File: config.mk
export PLATFORM = sky130hd
export DESIGN_NAME = y_mux4to1
export DESIGN_NICKNAME = d
export VERILOG_FILES = /design/src/rtl/y_mux2to1.sv /design/src/rtl/y_mux4to1.sv
export SDC_FILE = /design/constraint.sdc
export NUM_CORES = 1
export LEC_CHECK = 0
export ABC_AREA = 1
export CORE_MARGIN = 2
export CORE_UTILIZATION = 33
export DETAILED_ROUTE_END_ITERATION = 10
export GPL_TIMING_DRIVEN = 0
export PLACE_DENSITY_LB_ADDON = 0.15
export SYNTH_ARGS = -nofsm -noshare
export SYNTH_HDL_FRONTEND = slang
export SYNTH_SLANG_ARGS = --single-unit
File: constraint.sdc
create_clock -name vclk -period 1.5
set_input_delay 0.375 -clock vclk [all_inputs]
set_output_delay 0.375 -clock vclk [all_outputs]
set_load 0.01 [all_outputs]
File: src/rtl/y_mux2to1.sv
// Two-input SIZE-bit selector built from per-bit AND/OR/NOT gates.
// z = c ? b : a, bit for bit.
module y_mux2to1 #(
   parameter int SIZE = 32
) (
   output logic [SIZE-1:0] z,
   input  logic [SIZE-1:0] a,
   input  logic [SIZE-1:0] b,
   input  logic            c
);

   logic c_n_s;

   assign c_n_s = ~c;

   // The a&b consensus term keeps agreeing inputs resolved when c is unknown.
   for (genvar i = 0; i < SIZE; i++) begin : g_bit
      assign z[i] = (a[i] & c_n_s) | (b[i] & c) | (a[i] & b[i]);
   end

endmodule

File: src/rtl/y_mux4to1.sv
// Four-input SIZE-bit selector as a two-level tree of y_mux2to1.
// Define Y_MUX4TO1_REG_OUT_EN to register z (async active-low reset to zero).
module y_mux4to1 #(
   parameter int SIZE = 32
) (
   output logic [SIZE-1:0] z,
   input  logic [SIZE-1:0] a0,
   input  logic [SIZE-1:0] a1,
   input  logic [SIZE-1:0] a2,
   input  logic [SIZE-1:0] a3,
   input  logic [1:0]      c,
   input  logic            clk,
   input  logic            rst_n
);

   logic [SIZE-1:0] lo_s;
   logic [SIZE-1:0] hi_s;
   logic [SIZE-1:0] sel_s;

   y_mux2to1 #(.SIZE(SIZE)) u_lvl1_lo (.z(lo_s),  .a(a0),   .b(a1),   .c(c[0]));
   y_mux2to1 #(.SIZE(SIZE)) u_lvl1_hi (.z(hi_s),  .a(a2),   .b(a3),   .c(c[0]));
   y_mux2to1 #(.SIZE(SIZE)) u_lvl2    (.z(sel_s), .a(lo_s), .b(hi_s), .c(c[1]));

`ifdef Y_MUX4TO1_REG_OUT_EN
   logic [SIZE-1:0] z_r;

   // Output register; reset discards any pending capture.
   always_ff @(posedge clk or negedge rst_n) begin
      if (!rst_n) begin
         z_r <= {SIZE{1'b0}};
      end else begin
         z_r <= sel_s;
      end
   end

   assign z = z_r;
`else
   logic unused_s;

   assign unused_s = clk ^ rst_n;
   assign z        = sel_s;
`endif

endmodule

## Yosys cells after proc, flatten, opt, wreduce, memory -nomap -nowiden

Index checks and enable logic that the tools add are counted.

- Register bits after elaboration: 0
- Latch bits: 0
- Bits in writable memories: 0
- ROM bits: 0
- Bits of input ports: 132
- Output and inout port bits: 32
- Word-level logic and storage cells: 482
- Memories kept: 0

- Add/sub/neg operators: 0
- $mul: 0
- Divide/modulo/power cells: 0
- Magnitude comparators: 0
- Eq/ne operators: 0
- Shift-type cells: 0
- Multiplexer cells: 0
- Bitwise operators: 482
- Reductions and logical operators: 0

Operators by type and width:

| kind | number |
|---|---|
| bitwise AND 1 bit | 288 |
| bitwise OR 1 bit | 192 |
| inverter 1 bit | 2 |

## Depth between registers and ports, before layout

Gate-level depths: netlist (run 1).

- Depth after elaboration: 7
- Gate-level depth with buffers: 5
- Depth with buffers taken out: 4

## By module

Synthesis (run 1) repeated with hierarchy kept, for this count alone.

- Cell total of the unflattened synthesis: 312
- Area, all modules: 1,475.2 µm²

By module, submodules not included:

| module | instances | cells each | area an instance (µm²) | seq. area each (µm²) |
|---|---|---|---|---|
| y_mux2to1 | 3 | 104 | 491.7 | 0.0 |

## Least setup slack after synthesis (run 1)

Ideal clock, no wire load.

- Path type: input -> output
- From: in c[1]
- To: out z[0]
- Arrival time: 0.928 ns
- Required time: 1.125 ns
- Setup slack: 0.197 ns
- Cell stages on the path: 5
- Path buffers: 2
- Path through: buf_6 inv_1 buf_6 nand3_1 nand2_1

- Word-level cells in the longest chain between the ends: 4
- Elaborated cells between the ends (all ways): 5
- Classes of those cells: bitwise: 5

RTL lines:

| what | RTL line | source |
|---|---|---|
| start, declared | y_mux4to1.sv:11 | `input logic [1:0] c,` |
| inverter 1 bit | y_mux2to1.sv:14 | `assign c_n_s = ~c;` |
| bitwise AND 1 bit | y_mux2to1.sv:18 | `assign z[i] = (a[i] & c_n_s) \| (b[i] & c) \| (a[i] & b[i]);` |
| bitwise OR 1 bit * (2 in a row) | y_mux2to1.sv:18 |  |
| end, declared | y_mux4to1.sv:6 | `output logic [SIZE-1:0] z,` |

Every way passes the cells marked *; elsewhere a longest branch is shown, timed or not.

## Worst setup path after layout (run 1)

- From: in c[0]
- To: out z[10]

- Word-level cells in the longest chain between the ends: 7
- Elaborated cells between the ends (all ways): 14
- Classes of those cells: bitwise: 14

RTL lines:

| what | RTL line |
|---|---|
| inverter 1 bit | y_mux2to1.sv:14 |
| bitwise AND 1 bit | y_mux2to1.sv:18 |
| bitwise OR 1 bit (2 in a row) | y_mux2to1.sv:18 |
| bitwise AND 1 bit | y_mux2to1.sv:18 |
| bitwise OR 1 bit | y_mux2to1.sv:18 |
| bitwise OR 1 bit * | y_mux2to1.sv:18 |

Marked as above.

==> results of run 1 <==
-- logic make-up (layout without fill, tap and decap cells) --
group | count (synthesis) | count (layout) | share of synthesized area
buf+inv | 150 | 317 | 0.411
simple gates | 224 | 224 | 0.589
-- cell usage in the layout (no fill, tap or decap), types with 2 or more instances in the layout --
cell type	n
sky130_fd_sc_hd__buf_2	33
sky130_fd_sc_hd__buf_16	2
sky130_fd_sc_hd__inv_1	128
sky130_fd_sc_hd__dlygate4sd2_1	126
sky130_fd_sc_hd__buf_6	14
sky130_fd_sc_hd__buf_4	3
sky130_fd_sc_hd__nand3_1	59
sky130_fd_sc_hd__nand2_1	156
sky130_fd_sc_hd__buf_8	7
sky130_fd_sc_hd__nand2_2	4
sky130_fd_sc_hd__dlymetal6s2s_1	2
sky130_fd_sc_hd__nand3_2	5
-- final timing paths --
| path | start | end | slack [ns] | cells after the start |
|---|---|---|---|---|
| min | c[1] | z[1] | 1.10 | 4 |
| max | c[0] | z[10] | 0.03 | 7 |
-- where the power goes --
group          switching (uW)  internal [uW]  total [uW]
Clock                       0              0           0
Sequential                  0              0           0
Combinational             366            425         791
-- cell usage after synthesis --
| cell type | count |
|---|---|
| sky130_fd_sc_hd__inv_1 | 129 |
| sky130_fd_sc_hd__buf_6 | 7 |
| sky130_fd_sc_hd__inv_2 | 1 |
| sky130_fd_sc_hd__buf_4 | 4 |
| sky130_fd_sc_hd__nand3_1 | 64 |
| sky130_fd_sc_hd__buf_2 | 9 |
| sky130_fd_sc_hd__nand2_1 | 160 |
-- metrics by stage --
stage / cell area [um2] / setup WS [ns] / hold slack [ns] / cells / utilization
floorplan: 1560 / 0.197 / 0.951 / 374 / -
global placement: 3240 / -0.815 / 1.45 / 589 / 0.700
detailed placement: 3240 / -0.844 / 1.45 / 589 / 0.700
CTS: 3080 / -0.0509 / 1.10 / 595 / 0.665
global route: 3150 / -0.0133 / 1.13 / 595 / 0.681
finish: 3150 / 0.0266 / 1.10 / 595 / 0.681
-- timing repair --
action,in CTS,in global routing
resized for setup,284,19
endpoints found under the setup margin,32,24
pin swaps,90,9
buffers inserted,3,0
endpoints found under the hold margin,0,0
cloned,3,0
-- metal layers --
| layer | vias to the layer above | routed length, um | global-route usage |
|---|---|---|---|
| met1 | 1091 | 2590 | 0.265 |
| li1 | 1376 | - | - |
| met3 | 8 | 470 | 0.0235 |
| met5 | - | 0 | 0 |
| met4 | 0 | 77 | 0.0432 |
| met2 | 106 | 3230 | 0.443 |
-- area by class of cell --
type               instances  area, um2
repair buffers           167       1410
plain buffers             20        229
multi-input cells        224        956
well taps                 54       67.6
fillers                  481       1480
inverters                130        497
==> out/qor.yml, run 1 <==
antenna_cells: 0
number_of_drc_markers_in_iteration_0: 96
max_cap_violations: 0
rows: 25
top_cells_by_area_synth: "sky130_fd_sc_hd__nand2_1 38%, sky130_fd_sc_hd__inv_1 31%, sky130_fd_sc_hd__nand3_1 20%, sky130_fd_sc_hd__buf_6 5.0%, sky130_fd_sc_hd__buf_2 2.9%"
drt.antenna.violating_nets: 0
worst-slew-pin-transition_ns: 0.231
detailedPlacementHpwl_mm: 5.07
synth_area_leader: "sky130_fd_sc_hd__nand2_1"
cellPowerDensity_nw_per_um2: 251
critical_path_buf_inv_count: 4
crit_path_max_fanout: 5
sequential_cell_area_um2: 0
setup.worst_path.end_class: "primary output"
layout_min_cycle_time_ns: 1.47
irDropWorstVdd_v: 0.000138
wire_length_of_the_first_global_routing_pass_mm: 9.92
globalRouteOverflowTotal: 0
synth_cells: 374
grt_max_degree: 11
die_area_um2: 5300
area_inside_the_core_boundary_um2: 4630
post-route-drc-count: 0
netlist_area_before_placement_um2: 1560
design_power_total_uw: 791
seq_area_frac_synth: 0
arrival_ns: 1.10
number_of_antenna_violations_at_the_first_check_in_global_routing: 0
synth_largest_type_area_fraction: 0.384
design.final.nets: 675
required_ns: 1.12
layout.clock_buffers: 0
worstPathCellList: "buf_8, buf_16, buf_8, nand2_1, nand3_2, nand2_1, buf_6"
area_delta_synth_final_pct: 102
critical_path.max_stage_delay_ns: 0.13
postSynthNetCount: 506
grt_setup_unrepaired: "yes"
final-setup-viol-count: 0
number_of_hold_slack_violations_in_the_final_timing_report: 0
dr.pass1.iters: 4
total_leakage_power_uw: 0.00224
holdCritPathClass: "input port to primary output"
timing.critical_path.from_type: "input port"
slew_headroom: 0.846
setup_tns_ns: 0
vias: 2581
criticalPathCategory: "input port to primary output"
die-height_um: 72.8
yosysWarnings: 0
wl_per_cell_um: 10.7
buffer_ports.inserted: 161
maxClockFrequency_ghz: 0.679
report.final.slew_viol_count: 0
sequential_cell_total: 0
syn-mean-instance-area_um2: 4.18
outcome: "completed"
layout-drive-gt1-share: 0.129
critical-path-slowest-cell: "sky130_fd_sc_hd__buf_16"
routed_wl_mm: 6.37
critical-path-top-delay-family: "buffers and inverters"
ports_placed_on_the_boundary: 164
ratio_of_final_minimum_period_to_clock_period: 0.982
cts_hold_buf: 0
synth_cell_type_count: 7
gpl.final_weighted_congestion: 0.798
grt_usage: 0.227
effective_utilization_at_floorplan: 0.338
vias_per_cell: 4.34
via_count_of_the_first_global_routing_pass: 2327
floorplan.die.width_um: 72.8
No activity file was read; power rests on OpenSTA's default activity.
==> inputs of run 2 (changes only) <==
--- a/config.mk
+++ b/config.mk
@@ -10,7 +10,7 @@
 export CORE_UTILIZATION = 33
 export DETAILED_ROUTE_END_ITERATION = 10
 export GPL_TIMING_DRIVEN = 0
-export PLACE_DENSITY_LB_ADDON = 0.15
+export PLACE_DENSITY = 0.95
 export SYNTH_ARGS = -nofsm -noshare
 export SYNTH_HDL_FRONTEND = slang
 export SYNTH_SLANG_ARGS = --single-unit
==> run 2 against run 1 <==
Net effect:
- the flow now finishes with violations (setup timing)
- non-clock buffer count is 6 higher
- first-iteration DRC count is 35% higher
- flip-flop and latch count stayed put
- worst hold slack worse by 0.011 ns
- highest routed layer unchanged
==> out/qor.yml, run 2 (synthesized netlist as in run 1, its figures left out) <==
effective_utilization_at_floorplan: 0.338  # unchanged
via_count_of_the_first_global_routing_pass: 2667  # +15%
wire_length_of_the_first_global_routing_pass_mm: 11.4  # +15%
buffer_ports.inserted: 161  # unchanged
die-height_um: 72.8  # unchanged
routed_wl_mm: 8.34  # +31%
outcome: "finished with violations"
max_cap_violations: 0  # unchanged
grt_max_degree: 11  # unchanged
failing_checks: "setup timing"
layout_min_cycle_time_ns: 1.64  # +0.171 ns
critical_path.endpoint: "z[20]"
criticalPathCategory: "input port to primary output"
area_inside_the_core_boundary_um2: 4630  # unchanged
ports_placed_on_the_boundary: 164  # unchanged
crit_path_max_fanout: 6  # +1
vias: 2802  # +8.6%
critPathLaunch: "c[0]"
slew_headroom: 0.800  # -0.0462
grt_usage: 0.263  # +0.0357
total_leakage_power_uw: 0.00246  # +9.8%
vias_per_cell: 4.65  # +7.3%
rows: 25  # unchanged
irDropWorstVdd_v: 0.000131  # -5.4%
commonest_non_fill_non_tap_cells_in_the_layout: "123 x sky130_fd_sc_hd__inv_1, 121 x sky130_fd_sc_hd__nand2_1, 57 x sky130_fd_sc_hd__clkdlybuf4s50_1"
sequential_cell_total: 0  # unchanged
wl_per_cell_um: 13.9  # +29%
gpl.final_weighted_congestion: 0.832  # +4.3%
pre_cts_ws_ns: -0.859  # -0.0158 ns
globalRouteOverflowTotal: 0  # unchanged
min_hold_slack_ns: 1.08  # -0.0114 ns
layout.cells.most_common: "sky130_fd_sc_hd__inv_1"
timing.critical_path.from_type: "input port"
holdCritPathClass: "input port to primary output"
detailedPlacementHpwl_mm: 5.49  # +8.3%
grt_setup_unrepaired: "yes"
dr.pass1.iters: 5  # +1
area_delta_synth_final_pct: 135
ratio_of_final_minimum_period_to_clock_period: 1.10  # +0.114
number_of_drc_markers_in_iteration_0: 130  # +35%
report.final.slew_viol_count: 0  # unchanged
maxClockFrequency_ghz: 0.608  # -10%
drt.antenna.violating_nets: 0  # unchanged
sequential_cell_area_um2: 0  # unchanged
cts_hold_buf: 0  # unchanged
floorplan.die.width_um: 72.8  # unchanged
number_of_hold_slack_violations_in_the_final_timing_report: 0  # unchanged
worst-slew-pin-transition_ns: 0.300  # +0.0692 ns
timing.final.ws_setup_ns: -0.144  # -0.171 ns
number_of_antenna_violations_at_the_first_check_in_global_routing: 1  # +1
layout.clock_buffers: 0  # unchanged
die_area_um2: 5300  # unchanged
design.final.nets: 681  # +0.89%
cellPowerDensity_nw_per_um2: 275  # +9.6%
setup.worst_path.end_class: "primary output"
post-route-drc-count: 0  # unchanged
final-setup-viol-count: 32  # +32
arrival_ns: 1.27  # +0.17 ns
required_ns: 1.12  # about the same
layout-drive-gt1-share: 0.258  # +0.128
==> run 2: cell count changes in the layout (fill, tap and decap cells not counted), sizes merged <==
| cell | before | now |
|---|---|---|
| dlymetal6s2s | 2 | 17 |
| buf | 59 | 61 |
| clkbuf | 0 | 3 |
| inv | 129 | 130 |
| diode | 0 | 1 |
| clkdlybuf4s50 | 0 | 57 |
| bufbuf | 0 | 1 |
| dlygate4sd2 | 126 | 54 |
| clkinvlp | 1 | 0 |
==> run 2: critical path: stages <==
cell and delay [ns]:
sky130_fd_sc_hd__buf_8 0.11, sky130_fd_sc_hd__buf_6 0.12, sky130_fd_sc_hd__buf_12 0.14, sky130_fd_sc_hd__buf_8 0.14, sky130_fd_sc_hd__nand2_4 0.05, sky130_fd_sc_hd__nand3_2 0.08, sky130_fd_sc_hd__nand2_1 0.11, sky130_fd_sc_hd__buf_2 0.14
==> run 2: routing by layer <==
metal / part of all wire / vias up / wire, um / GRT usage
li1: - / 1388 / - / -
met1: 0.37 / 1242 / 3070 / 0.286
met2: 0.54 / 138 / 4470 / 0.514
met3: 0.062 / 34 / 519 / 0.0345
met4: 0.034 / 0 / 281 / 0.0864
met5: 0 / - / 0 / 0
==> run 2: cell type report <==
cell class,instances,area [um2]
Buffer,20,214
Antenna cell,1,2.50
Multi-Input combinational cell,224,1220
Timing Repair Buffer,173,1670
Tap cell,54,67.6
Inverter,130,490
Fill cell,357,961
==> run 2: worst min path at each step <==
stage / cells past startpoint / slack (ns) / from / to
6_report: 4 / 1.08 / c[1] / z[18]
5_1_grt: 4 / 1.11 / c[1] / z[18]
2_1_floorplan: 4 / 0.95 / a2[19] / z[19]
3_3_place_gp: 4 / 1.45 / c[1] / z[18]
3_5_place_dp: 4 / 1.46 / c[1] / z[18]
4_1_cts: 4 / 1.09 / c[1] / z[18]
==> run 2: what timing repair did <==
action | in CTS | in global routing
gates cloned | 3 | 3
setup buffers | 6 | 0
endpoints found under the setup margin | 32 | 32
hold endpoints to repair | 0 | 0
gates resized for setup | 248 | 75
pin swaps | 51 | 49
==> run 2: report_power, final <==
group | switching, uW | total, uW | internal [uW]
Clock | 0 | 0.0000891 | 0.0000891
Combinational | 460 | 1010 | 548
Sequential | 0 | 0 | 0
Total | 460 | 1010 | 548
==> run 2: through the flow <==
step	TNS [ns]	cells	utilization	power [uW]	cell area, um2
after global routing	-3.57	602	0.792	1080	3670
after floorplan	0	374	-	360	1560
final	-2.44	602	0.792	1010	3670
after CTS	-1.53	598	0.722	899	3340
after global placement	-25.21	589	0.700	905	3240
after detailed placement	-26.17	589	0.700	926	3240
